$ cat src/rtl/btn_pkg.sv
// Shared types and sizing helpers for the button gesture block.
package btn_pkg;

  typedef enum logic [1:0] {
    S_IDLE,
    S_PRESSED,
    S_GAP,
    S_HELD
  } ch_state_e;

  function automatic int timer_w(
    input int hold_us,
    input int gap_us,
    input int rep_us
  );
    int m;
    m = hold_us;
    if (gap_us > m) m = gap_us;
    if (rep_us > m) m = rep_us;
    return $clog2(m) + 1;
  endfunction

endpackage

$ cat src/rtl/btn_gesture_ch.sv
// One button channel: synchroniser, tick-based debouncer and gesture FSM.
module btn_gesture_ch
  import btn_pkg::*;
#(
  parameter int DEBOUNCE_US = 10_000,
  parameter int HOLD_US     = 700_000,
  parameter int GAP_US      = 150_000,
  parameter int MAX_TAPS    = 3,
  parameter int REPEAT_US   = 200_000
) (
  input  logic       clk,
  input  logic       reset_p,
  input  logic       tick_i,
  input  logic       btn_i,
  input  logic       repeat_en_i,
  output logic       tap_valid_o,
  output logic [1:0] tap_count_o,
  output logic       long_start_o,
  output logic       long_repeat_o,
  output logic       long_end_o,
  output logic       busy_o
);

  localparam int TW = timer_w(HOLD_US, GAP_US, REPEAT_US);
  localparam int DW = $clog2(DEBOUNCE_US + 1);

  localparam logic [TW-1:0] HOLD_T = TW'(HOLD_US);
  localparam logic [TW-1:0] GAP_T  = TW'(GAP_US);
  localparam logic [TW-1:0] REP_T  = TW'(REPEAT_US);
  localparam logic [DW-1:0] DBC_LAST = DW'(DEBOUNCE_US - 1);
  localparam logic [1:0]    TAPS_MAX = 2'(MAX_TAPS);

  logic          sync1_q;
  logic          sync2_q;
  logic          lvl_q;
  logic          lvl_prev_q;
  logic [DW-1:0] dbc_q;
  logic          prs;
  logic          rls;

  ch_state_e     state_q;
  logic [1:0]    taps_q;
  logic [TW-1:0] tmr_q;
  logic [TW-1:0] tmr_d;

  // Debounce counts ticks of disagreement; any agreement restarts it.
  always_ff @(posedge clk) begin
    if (reset_p) begin
      sync1_q    <= 1'b0;
      sync2_q    <= 1'b0;
      lvl_q      <= 1'b0;
      lvl_prev_q <= 1'b0;
      dbc_q      <= '0;
    end else begin
      sync1_q    <= btn_i;
      sync2_q    <= sync1_q;
      lvl_prev_q <= lvl_q;
      if (sync2_q == lvl_q) begin
        dbc_q <= '0;
      end else if (tick_i) begin
        if (dbc_q == DBC_LAST) begin
          lvl_q <= sync2_q;
          dbc_q <= '0;
        end else begin
          dbc_q <= dbc_q + 1'b1;
        end
      end
    end
  end

  assign prs   = lvl_q & ~lvl_prev_q;
  assign rls   = ~lvl_q & lvl_prev_q;
  assign tmr_d = (tick_i && (tmr_q != '1)) ? tmr_q + 1'b1 : tmr_q;

  always_ff @(posedge clk) begin
    if (reset_p) begin
      state_q       <= S_IDLE;
      taps_q        <= '0;
      tmr_q         <= '0;
      tap_valid_o   <= 1'b0;
      tap_count_o   <= '0;
      long_start_o  <= 1'b0;
      long_repeat_o <= 1'b0;
      long_end_o    <= 1'b0;
    end else begin
      tap_valid_o   <= 1'b0;
      long_start_o  <= 1'b0;
      long_repeat_o <= 1'b0;
      long_end_o    <= 1'b0;
      unique case (state_q)
        S_IDLE: begin
          if (prs) begin
            state_q <= S_PRESSED;
            taps_q  <= 2'd1;
            tmr_q   <= '0;
          end
        end
        S_PRESSED: begin
          if (rls) begin
            if (taps_q == TAPS_MAX) begin
              tap_valid_o <= 1'b1;
              tap_count_o <= taps_q;
              state_q     <= S_IDLE;
            end else begin
              state_q <= S_GAP;
              tmr_q   <= '0;
            end
          end else if (tmr_q >= HOLD_T) begin
            state_q      <= S_HELD;
            long_start_o <= 1'b1;
            taps_q       <= '0;
            tmr_q        <= '0;
          end else begin
            tmr_q <= tmr_d;
          end
        end
        // A press on the expiry cycle still extends the sequence.
        S_GAP: begin
          if (prs) begin
            state_q <= S_PRESSED;
            taps_q  <= taps_q + 2'd1;
            tmr_q   <= '0;
          end else if (tmr_q >= GAP_T) begin
            tap_valid_o <= 1'b1;
            tap_count_o <= taps_q;
            state_q     <= S_IDLE;
          end else begin
            tmr_q <= tmr_d;
          end
        end
        S_HELD: begin
          if (rls) begin
            long_end_o <= 1'b1;
            state_q    <= S_IDLE;
          end else if (!repeat_en_i) begin
            tmr_q <= '0;
          end else if (tmr_q >= REP_T) begin
            long_repeat_o <= 1'b1;
            tmr_q         <= '0;
          end else begin
            tmr_q <= tmr_d;
          end
        end
        default: state_q <= S_IDLE;
      endcase
    end
  end

  assign busy_o = (state_q != S_IDLE);

endmodule

$ cat src/rtl/btn_gesture_multi.sv
// Multi-channel button gesture detector: shared us tick, one
// synchroniser/debouncer/FSM per channel.
module btn_gesture_multi #(
  parameter int N_CH        = 4,
  parameter int CLK_MHZ     = 125,
  parameter int DEBOUNCE_US = 10_000,
  parameter int HOLD_US     = 700_000,
  parameter int GAP_US      = 150_000,
  parameter int MAX_TAPS    = 3,
  parameter int REPEAT_US   = 200_000
) (
  input  logic              clk,
  input  logic              reset_p,
  input  logic [N_CH-1:0]   btn,
  input  logic [N_CH-1:0]   repeat_en,
  output logic [N_CH-1:0]   tap_valid,
  output logic [2*N_CH-1:0] tap_count,
  output logic [N_CH-1:0]   long_start,
  output logic [N_CH-1:0]   long_repeat,
  output logic [N_CH-1:0]   long_end,
  output logic [N_CH-1:0]   busy
);

  localparam int CW = (CLK_MHZ > 1) ? $clog2(CLK_MHZ) : 1;
  localparam logic [CW-1:0] DIV_LAST = CW'(CLK_MHZ - 1);

  logic [CW-1:0] div_q;
  logic          tick;

  always_ff @(posedge clk) begin
    if (reset_p) begin
      div_q <= '0;
    end else if (div_q == DIV_LAST) begin
      div_q <= '0;
    end else begin
      div_q <= div_q + 1'b1;
    end
  end

  assign tick = (div_q == DIV_LAST);

  for (genvar i = 0; i < N_CH; i++) begin : g_ch
    btn_gesture_ch #(
      .DEBOUNCE_US (DEBOUNCE_US),
      .HOLD_US     (HOLD_US),
      .GAP_US      (GAP_US),
      .MAX_TAPS    (MAX_TAPS),
      .REPEAT_US   (REPEAT_US)
    ) u_ch (
      .clk           (clk),
      .reset_p       (reset_p),
      .tick_i        (tick),
      .btn_i         (btn[i]),
      .repeat_en_i   (repeat_en[i]),
      .tap_valid_o   (tap_valid[i]),
      .tap_count_o   (tap_count[2*i +: 2]),
      .long_start_o  (long_start[i]),
      .long_repeat_o (long_repeat[i]),
      .long_end_o    (long_end[i]),
      .busy_o        (busy[i])
    );
  end

endmodule

$ cat config.mk
export PLATFORM = sky130hd
export DESIGN_NAME = btn_gesture_multi
export DESIGN_NICKNAME = d
export VERILOG_FILES = /design/src/rtl/btn_pkg.sv /design/src/rtl/btn_gesture_ch.sv /design/src/rtl/btn_gesture_multi.sv
export SDC_FILE = /design/constraint.sdc
export NUM_CORES = 1
export LEC_CHECK = 0
export CORE_AREA = 2 2 192 194
export CTS_CLUSTER_DIAMETER = 30
export CTS_CLUSTER_SIZE = 25
export DETAILED_ROUTE_END_ITERATION = 8
export DIE_AREA = 0 0 194 196
export GPL_TIMING_DRIVEN = 0
export RECOVER_POWER = 100
export SYNTH_ARGS = -nofsm -noshare
export SYNTH_HDL_FRONTEND = slang
export SYNTH_SLANG_ARGS = --single-unit
$ cat constraint.sdc
create_clock -name clk -period 2.9 [get_ports clk]
set_clock_uncertainty 0.2 [all_clocks]
set_input_delay 0.87 -clock clk [delete_from_list [all_inputs] [get_ports clk]]
set_output_delay 0.87 -clock clk [all_outputs]
set_load 0.01 [all_outputs]
==> impl_metrics.csv <==
group,metric,value,unit
critical_path,crit_family,"compound AO/OA/AOI/OAI gates",
floorplan,coreArea,36100,sq um
cts,cts_tree,"done",
critical_path,crit_start,"g_ch[0].u_ch.tmr_q[6]",
placement,hpwlAfterDp,18000,microns
power,p_total,9.45,mW
critical_path,path_buf_inv,1,
logic_synthesis,yosysWarnings,0,
global_route,gr-total-overflow,0,
cells_and_area,drive_gt1_frac,0.136,
critical_path,path_class,"reg2reg",
cells_and_area,fillCellCount,3662,
timing,setup_viol,0,
drt,vias,9390,
timing,max_slew_margin,0.367,
logic_synthesis,synth_cell_types,78,
critical_path,end_kind,"flop",
drt,drtIter0Drc,597,
job,cap_viol_max_count,0,
placement,dpl_cell_area,11600,sq um
critical_path,startpoint_type,"flop",
logic_synthesis,synthCells,1286,
timing,final_hold_viol_count,0,
cells_and_area,final_cells,1892,
logic_synthesis,synth-main-ff-cell,"dfxtp_1",
critical_path,path_cells,"a211o_1 -> a41oi_2 -> o2111ai_1 -> o221a_1 -> or2_0 -> clkbuf_2 -> or4b_1 -> a31oi_1",
drt,antenna_left,0,
run_status,outcome,"complete, no violations",
cts,cts.sinks,203,
global_route,antenna_found_initial,0,
placement,pre_cts_slack,-0.677,ns
cts,clkLatencyLatePin,0.55,ns
floorplan,fp.dieH,196,microns
logic_synthesis,yosys-top-cells-area,"dfxtp_1, nor2_1, xor2_1",
floorplan,dieArea,38000,sq um
placement,gp_congestion,0.854,
cts,clk_pin_slew_worst_paths,0.05,ns
cells_and_area,design_area,13700,sq um
cells_and_area,area_delta_synth_final,27.9,%
drt,firstDrtPassIters,7,
cts,cts_buffers,51,
logic_synthesis,synth_area_per_cell,8.31,sq um
global_route,grt_pass1_vias,8948,
critical_path,crit_path_max_incr_delay,0.52,ns
drt,drc_errors,0,
cells_and_area,layout_common_cells,"nor2_1, dfxtp_1, nand2_1, xor2_1",
floorplan,start_util,0.296,
min_path,hold_start,"g_ch[1].u_ch.sync1_q",
global_route,grt_max_degree,14,
drt,wl,26400,microns
timing,drv_slew,0,
critical_path,cpMaxStageDelayCell,"or4b_1",
cts,cts_root_buf,"clkbuf_16",
timing,rsz0062_at_grt,"true",
logic_synthesis,synth_edf_count,0,
cts,clock_path_buffers,3,
timing,tightest_slew,0.925,ns
timing,setup-tns-final,0,ns
logic_synthesis,yosysTopAreaCell,"dfxtp_1",
cells_and_area,antenna_cells,0,
power,power.density,692,nW/um^2
power,leakagePower,5.18,nW
logic_synthesis,synth_top_area_share,0.380,
logic_synthesis,synth-seq-cells,203,
floorplan,io_pins,38,
placement,portBuffers,36,
timing,min_period_over_period,0.990,
cells_and_area,fin_nets,1433,
critical_path,critPathRequiredTime,3.17,ns
floorplan,placementRows,70,
logic_synthesis,syn-cell-area,10700,sq um
cts,htree_num_levels,2,
global_route,grt_pass1_wl,44300,microns
timing,fmaxAchievable,348,MHz
logic_synthesis,yosysSeqAreaShare,0.380,
timing,worst_slack,0.0299,ns
global_route,grt_use_total,0.138,
floorplan,die_w,194,microns
logic_synthesis,syn_nets,1338,
drt,wl_per_cell,13.9,microns
timing,finalCriticalPeriod,2.87,ns
placement,dp.cells,1790,
critical_path,rr_startpoint,"g_ch[0].u_ch.tmr_q[6]",
critical_path,arrival,3.14,ns
critical_path,worstPathMaxFanout,7,
drt,avgViaCountPerCell,4.96,
power,vdd_drop_max,0.475,mV
min_path,min_path_type,"reg2reg",
cts,hold_buffers,0,
logic_synthesis,async_flop_share,0,
-- synth_stat cells, types with 9 or more instances --
cell type and number:
a211oi_1 9, a21o_1 9, a21oi_1 54, a31oi_1 13, and3_1 34, and4_1 13, buf_2 9, buf_4 20
clkbuf_1 50, dfxtp_1 203, ha_1 42, inv_1 47, mux2i_1 19, nand2_1 98, nand3_1 49, nand4_1 49
nor2_1 195, nor2b_1 17, nor3_1 33, nor3b_1 9, nor4_1 12, nor4b_1 14, o21ai_0 37, or3_1 17
xnor2_1 37, xor2_1 77
-- cell type report --
| class | count | area (sq um) | area share |
|---|---|---|---|
| plain buffers | 78 | 409 | 0.0299 |
| clock buffers | 57 | 1340 | 0.0981 |
| clock inverters | 39 | 493 | 0.0361 |
| inverters | 47 | 176 | 0.0129 |
| multi-input cells | 954 | 6150 | 0.450 |
| flip-flops and latches | 203 | 4080 | 0.298 |
| well taps | 468 | 586 | 0.0429 |
| repair buffers | 46 | 430 | 0.0315 |
-- per-stage QoR --
step                utilization  hold slack, ns
CTS                       0.374           0.237
floorplan                     -           0.214
finish                    0.379           0.243
global placement          0.322           0.228
global route              0.379           0.256
detailed placement        0.322           0.229
-- power breakdown --
group          internal, mW  total, mW  switching, mW
clock                  4.13       5.93           1.80
sequential             2.83       2.87         0.0347
combinational         0.243      0.653          0.411
-- worst paths after layout --
kind                                  to  slack (ns)  cells past startpoint
setup reg to reg  g_ch[0].u_ch.tmr_q[15]        0.03                      8
setup / recovery  g_ch[0].u_ch.tmr_q[15]        0.03                      8
hold / removal      g_ch[1].u_ch.sync2_q        0.24                      1
hold reg to reg     g_ch[1].u_ch.sync2_q        0.24                      1
-- metal layers --
| metal | up-vias | wire length (microns) | part of all wire | GRT usage |
|---|---|---|---|---|
| met5 | - | 0 | 0 | 0 |
| met4 | 0 | 616 | 0.023 | 0.0508 |
| met3 | 49 | 1170 | 0.044 | 0.0294 |
| met2 | 195 | 12000 | 0.45 | 0.223 |
| met1 | 4419 | 12600 | 0.48 | 0.182 |
| li1 | 4727 | - | - | - |
-- registers in the layout, summed over array words and instances (netlist names) --
register and flops:
div_q 7, g_ch.u_ch.dbc_q 56, g_ch.u_ch.long_end_o 4, g_ch.u_ch.long_repeat_o 4, g_ch.u_ch.long_start_o 4, g_ch.u_ch.lvl_prev_q 4
g_ch.u_ch.lvl_q 4, g_ch.u_ch.state_q 8, g_ch.u_ch.sync1_q 4, g_ch.u_ch.sync2_q 4, g_ch.u_ch.tap_count_o 8, g_ch.u_ch.tap_valid_o 4
g_ch.u_ch.taps_q 8, g_ch.u_ch.tmr_q 84
-- cells by family after synthesis --
kind of cell / Yosys count / share of synthesized area
AND/OR/NAND/NOR: 583 / 0.281
multiplexers: 21 / 0.0199
AO/OA/AOI/OAI: 194 / 0.123
flip-flops: 203 / 0.380
buffers and inverters: 129 / 0.0536
XOR/XNOR: 114 / 0.0935
adder cells (fa/ha/maj): 42 / 0.0492
-- timing repair --
action                     CTS  global route
pin swaps                    0             2
setup endpoints to repair  119           106
gates resized for setup     29            38
setup buffers                1             9
Power figures use the tool's default switching activity.
==> patch 1, RTL diff (same flow settings) <==
Register the inputs `btn` and `repeat_en` before use, without a reset. The logic sees them one clock later.
--- a/src/rtl/btn_gesture_multi.sv
+++ b/src/rtl/btn_gesture_multi.sv
@@ -23,6 +23,14 @@
 
   localparam int CW = (CLK_MHZ > 1) ? $clog2(CLK_MHZ) : 1;
   localparam logic [CW-1:0] DIV_LAST = CW'(CLK_MHZ - 1);
+
+  logic [N_CH-1:0] btn_q;
+  logic [N_CH-1:0] repeat_en_q;
+
+  always_ff @(posedge clk) begin
+    btn_q       <= btn;
+    repeat_en_q <= repeat_en;
+  end
 
   logic [CW-1:0] div_q;
   logic          tick;
@@ -50,8 +58,8 @@
       .clk           (clk),
       .reset_p       (reset_p),
       .tick_i        (tick),
-      .btn_i         (btn[i]),
-      .repeat_en_i   (repeat_en[i]),
+      .btn_i         (btn_q[i]),
+      .repeat_en_i   (repeat_en_q[i]),
       .tap_valid_o   (tap_valid[i]),
       .tap_count_o   (tap_count[2*i +: 2]),
       .long_start_o  (long_start[i]),
Function: not settled (the Yosys comparison gave no result); the edit may change what the design does.
==> patch 1 against the unedited design <==
Power decreased by 4.7%. Sequential share of layout area rose by 0.55 points. Sequential cell count rose by 8. Via count is 3.8% higher. Synthesized area rose by 3.1%. Design area increased by 2.3%. Sequential power rose by 4%. Worst setup slack improved by 0.048 ns. Wire length is 4.9% higher. Critical endpoint is now busy[1].
==> patch 1: results (changes against the unedited design) <==
* Maximum fanout along the worst path at 6 (-1)
* Largest registers: g_ch.u_ch.tmr_q (84), g_ch.u_ch.dbc_q (56)
* CP Data Arrival Time at 1.75 ns (-1.39 ns)
* CTS Buf Count at 48 (-5.9%)
* Status: finished clean
* Worst R2R Path Depth at 8 (unchanged)
* Final net count at 1476 (+3.0%)
* Main synth FF type: dfxtp_1
* Lkg Pwr at 5.18 nW (+0.14%)
* Peak Freq at 354 MHz (+1.7%)
* Maximum vdd drop at 0.389 mV (-18%)
* Largest net degree at the start of global routing at 13 (-1)
* Clk buf depth at 3 (unchanged)
* Worst slew pin tran at 0.822 ns (-0.104 ns)
* WL/cell at 14.3 um (+2.8%)
* DR pass1 iterations at 5 (-2)
* Clock Latency Late Sink at about 0.54 ns
* R2r endpoint: g_ch[2].u_ch.tmr_q[7]
* Reg2reg start: g_ch[2].u_ch.tmr_q[8]
* GP Congestion at 0.871 (+2.0%)
* N_diodes at 0 (unchanged)
* Largest cells by area after synthesis: dfxtp_1 38%, nor2_1 5.1%, ha_1 4.8%, xor2_1 4.5%, nand2_1 3.7%
* Vias in the first global route at 9237 (+3.2%)
* Synthesized Nets at 1392 (+4.0%)
* Top cells by count, synth: 211 x dfxtp_1, 151 x nor2_1, 108 x nand2_1
* H-Tree Depth at 2 (unchanged)
* Ratio of cells with drive above 1 in the final layout at 14.3% (+0.66 points)
* Synth warn at 0 (unchanged)
* Reg clk slew, reported paths at 0.05 ns (about the same)
* DP Wirelength at 19200 um (+6.4%)
* Vias per cell at 5.05 (+1.7%)
* First DRT Iteration DRCs at 606 (+1.5%)
* Global-route wire length before repair at 46000 um (+3.8%)
* Initial antenna violation count at 0 (unchanged)
* Crit path capture: busy[1]
* Net Sw Frac at 22.7% (-0.97 points)
* Worst setup path start: g_ch[1].u_ch.state_q[1]
* Hold Path Origin: g_ch[2].u_ch.sync1_q
* Register area share after synthesis at 38.3% (+0.30 points)
* Synth cell types at 72 (-7.7%)
* Placement Setup Slack at -0.547 ns (+0.130 ns)
* Hold WC Path Type: reg -> reg
* CTS root buf: clkbuf_16
* Reg2Reg Setup Slack at 0.09 ns (+0.06 ns)
* Ys async rst share at 0% (unchanged)
* GRT Util Overall at 14.4% (+0.52 points)
* IO buf count at 36 (unchanged)
==> patch 1: layer usage <==
metal	track usage (%)	part of all wire (%)
met3	2.61	4.3
met5	0	0
met1	18.9	47
met4	4.63	2.2
met2	23.7	46
==> patch 1: worst max-delay path: stages (launching register included) <==
cell	delay, ns
dfxtp_2	0.34
inv_1	0.12
ha_2	0.26
inv_2	0.08
buf_4	0.14
dlygate4sd2_1	0.27
==> patch 1: cell type report <==
class	instances	area (um2)
multi-input combinational	987	6370
timing repair buffer	51	478
clock buffer	58	1310
clock inverter	31	370
inverter	52	195
fill	3689	22100
sequential	211	4250
buffer	73	418
tap	468	586
==> patch 1: timing repair <==
item,CTS,global route
pin swaps,6,14
resized for setup,46,67
hold endpoints to repair,0,0
setup endpoints to repair,104,113
buffers inserted,8,7
hold buffers,0,0
==> patch 1: logic make-up after synthesis <==
group,count (synthesis),share of synthesized area [%]
compound gates,243,14.5
xor+xnor,91,7.24
fa+ha+maj,42,4.77
buf+inv,142,5.71
flops,211,38.3
mux,18,1.64
simple gates,593,27.8
==> patch 1: worst min-delay path by stage <==
stage,slack [ns],cells after the start,to
3_3_place_gp,0.23,1,g_ch[3].u_ch.sync2_q
5_1_grt,0.26,1,g_ch[2].u_ch.sync2_q
2_1_floorplan,0.21,1,g_ch[0].u_ch.sync1_q
4_1_cts,0.24,1,g_ch[2].u_ch.sync2_q
6_report,0.24,1,g_ch[2].u_ch.sync2_q
3_5_place_dp,0.23,1,g_ch[2].u_ch.sync2_q
==> patch 1: through the flow <==
stage | cell area (um2) | total power, W | instances
3_5_place_dp | 12000 | 0.00351 | 1844
5_1_grt | 14000 | 0.00932 | 1931
2_1_floorplan | 11000 | 0.00335 | 1340
6_report | 14000 | 0.00901 | 1931
4_1_cts | 13800 | 0.00910 | 1937
3_3_place_gp | 12000 | 0.00351 | 1844
==> patch 1: power groups by stage <==
| stage | Sequential, W | Clock, W | Combinational [W] |
|---|---|---|---|
| after floorplan | 0.00302 | 0 | 0.000334 |
| after global placement | 0.00303 | 0 | 0.000479 |
| after detailed placement | 0.00303 | 0 | 0.000483 |
| after CTS | 0.00298 | 0.00563 | 0.000493 |
| after global routing | 0.00298 | 0.00579 | 0.000555 |
| final | 0.00298 | 0.00552 | 0.000505 |
==> patch 2, RTL diff (same flow settings) <==
Without the edit above. `GAP_US` is set to 150_000 in 2 places; all go to 600_000.
--- a/src/rtl/btn_gesture_ch.sv
+++ b/src/rtl/btn_gesture_ch.sv
@@ -4,7 +4,7 @@
 #(
   parameter int DEBOUNCE_US = 10_000,
   parameter int HOLD_US     = 700_000,
-  parameter int GAP_US      = 150_000,
+  parameter int GAP_US      = 600_000,
   parameter int MAX_TAPS    = 3,
   parameter int REPEAT_US   = 200_000
 ) (
--- a/src/rtl/btn_gesture_multi.sv
+++ b/src/rtl/btn_gesture_multi.sv
@@ -5,7 +5,7 @@
   parameter int CLK_MHZ     = 125,
   parameter int DEBOUNCE_US = 10_000,
   parameter int HOLD_US     = 700_000,
-  parameter int GAP_US      = 150_000,
+  parameter int GAP_US      = 600_000,
   parameter int MAX_TAPS    = 3,
   parameter int REPEAT_US   = 200_000
 ) (
Function: not settled (the Yosys comparison gave no result); the edit may change what the design does.
==> patch 2 against the unedited design <==
Wire length down 1.8%. Largest power group unchanged. Design area down 2.5%. Worst setup slack better by 0.060 ns. Power down 8.0%. Sequential cell count unchanged. Sequential power about the same. Combinational power down 28%. Via count down 1.9%. Global-route usage down 0.25 points. Synthesized area about the same.
==> patch 2: results (changes against the unedited design) <==
* Core Area at 36100 um2 (unchanged)
* Multiplexer area fraction after synthesis at 2.16% (+0.17 points)
* Total number of vias at 9212 (-1.9%)
* Avg Cell Area, Syn at 8.45 um2 (+1.7%)
* First DRT Iteration DRCs at 538 (-9.9%)
* GP Congestion at 0.832 (-2.6%)
* Worst setup path start: g_ch[3].u_ch.state_q[0]
* Fraction of area in multi-input gates at 45.8% (+0.78 points)
* Maximum vdd drop at 0.652 mV (+37%)
* Hold Path Origin: g_ch[0].u_ch.sync1_q
* Routing usage on met1 at 17.7% (-0.57 points)
* Worst slew pin tran at 0.855 ns (-0.0709 ns)
* Area of the multi-input gates at 6100 um2 (-0.83%)
* Clk buf depth at 3 (unchanged)
* Top cells by count, synth: 203 x dfxtp_1, 148 x nor2_1, 92 x nand2_1
* Met2 wire length at 11800 um (-1.9%)
* Inverters at 44 (-6.4%)
* Placement Setup Slack at -0.762 ns (-0.0847 ns)
* GRT Util Overall at 13.6% (-0.25 points)
* Ratio of cells with drive above 1 in the final layout at 11.8% (-1.9 points)
* Vias in the first global route at 8831 (-1.3%)
* Reg2reg start: g_ch[3].u_ch.state_q[1]
* Dpl cell area at 11600 um2 (about the same)
* FILL cells at 3696 (+0.93%)
* Largest net degree at the start of global routing at 13 (-1)
* Met2 GRT Util at 22.0% (-0.30 points)
* Non-clock buffering overhead at 5.75% (-0.39 points)
* CP Data Arrival Time at 1.74 ns (-1.40 ns)
* DP Wirelength at 17800 um (-1.3%)
* Non-clock buffer total of the final layout at 116 (-6.5%)
* Final net count at 1394 (-2.7%)
* Status: finished clean
* Adder-cell share of the synthesized area at 4.92% (about the same)
* Setup bufs post-CTS at 0 (-1)
* Synthesized Nets at 1316 (-1.6%)
* Hold WC Path Type: reg -> reg
* Maximum fanout along the worst path at 5 (-2)
* DR pass1 iterations at 5 (-2)
* Lkg Pwr at 4.94 nW (-4.6%)
* Largest cells by area after synthesis: dfxtp_1 38%, xor2_1 6.7%, nor2_1 5.2%, ha_1 4.9%, nand2_1 3.2%
* WL/cell at 14.0 um (+0.69%)
* Length of routed wiring on met1 at 12200 um (-3.1%)
* CP max stage cell: dfxtp_2
* Comb_multi_in at 932 (-2.3%)
* Register area share after synthesis at 38.1% (about the same)
* Global-route wire length before repair at 43600 um (-1.6%)
* Routed length on met3 at 1400 um (+19%)
* Synth cell types at 80 (+2.6%)
* Compound-gate portion of the synthesized area at 12.7% (+0.42 points)
* Met3 usage at 3.54% (+0.60 points)
* Max incr delay on CP at 0.34 ns (-0.18 ns)
* Placed cell count at 1768 (-1.2%)
* Xor/xnor share of the synthesized area at 9.27% (-0.075 points)
-- patch 2: changes by cell type in the layout (fill, tap and decap cells not counted), sizes merged, moves of 8 or more --
cell / before / now
and2: 7 / 16
buf: 39 / 25
clkbuf: 106 / 114
nand3: 49 / 58
nor2: 195 / 149
nor3: 34 / 54
nor4b: 14 / 5
-- patch 2: path summary, 6_finish.rpt --
path | endpoint | slack [ns] | depth (start not counted)
worst max register to register | g_ch[3].u_ch.tmr_q[14] | 0.19 | 10
worst max-delay path | busy[3] | 0.09 | 5
worst min-delay path | g_ch[0].u_ch.sync2_q | 0.25 | 1
worst min register to register | g_ch[0].u_ch.sync2_q | 0.25 | 1
-- patch 2: power by group --
part | switching, W | internal, W | leakage (nW)
sequential | 0.0000298 | 0.00283 | 1.64
combinational | 0.000295 | 0.000175 | 2.52
clock | 0.00161 | 0.00375 | 0.779
-- patch 2: worst max-delay path, delay by kind of cell (launching register included) --
kind                       cells  cell delay (ns)
buffers and inverters          4             0.58
DFF                            1             0.34
adders and majority gates      1             0.30
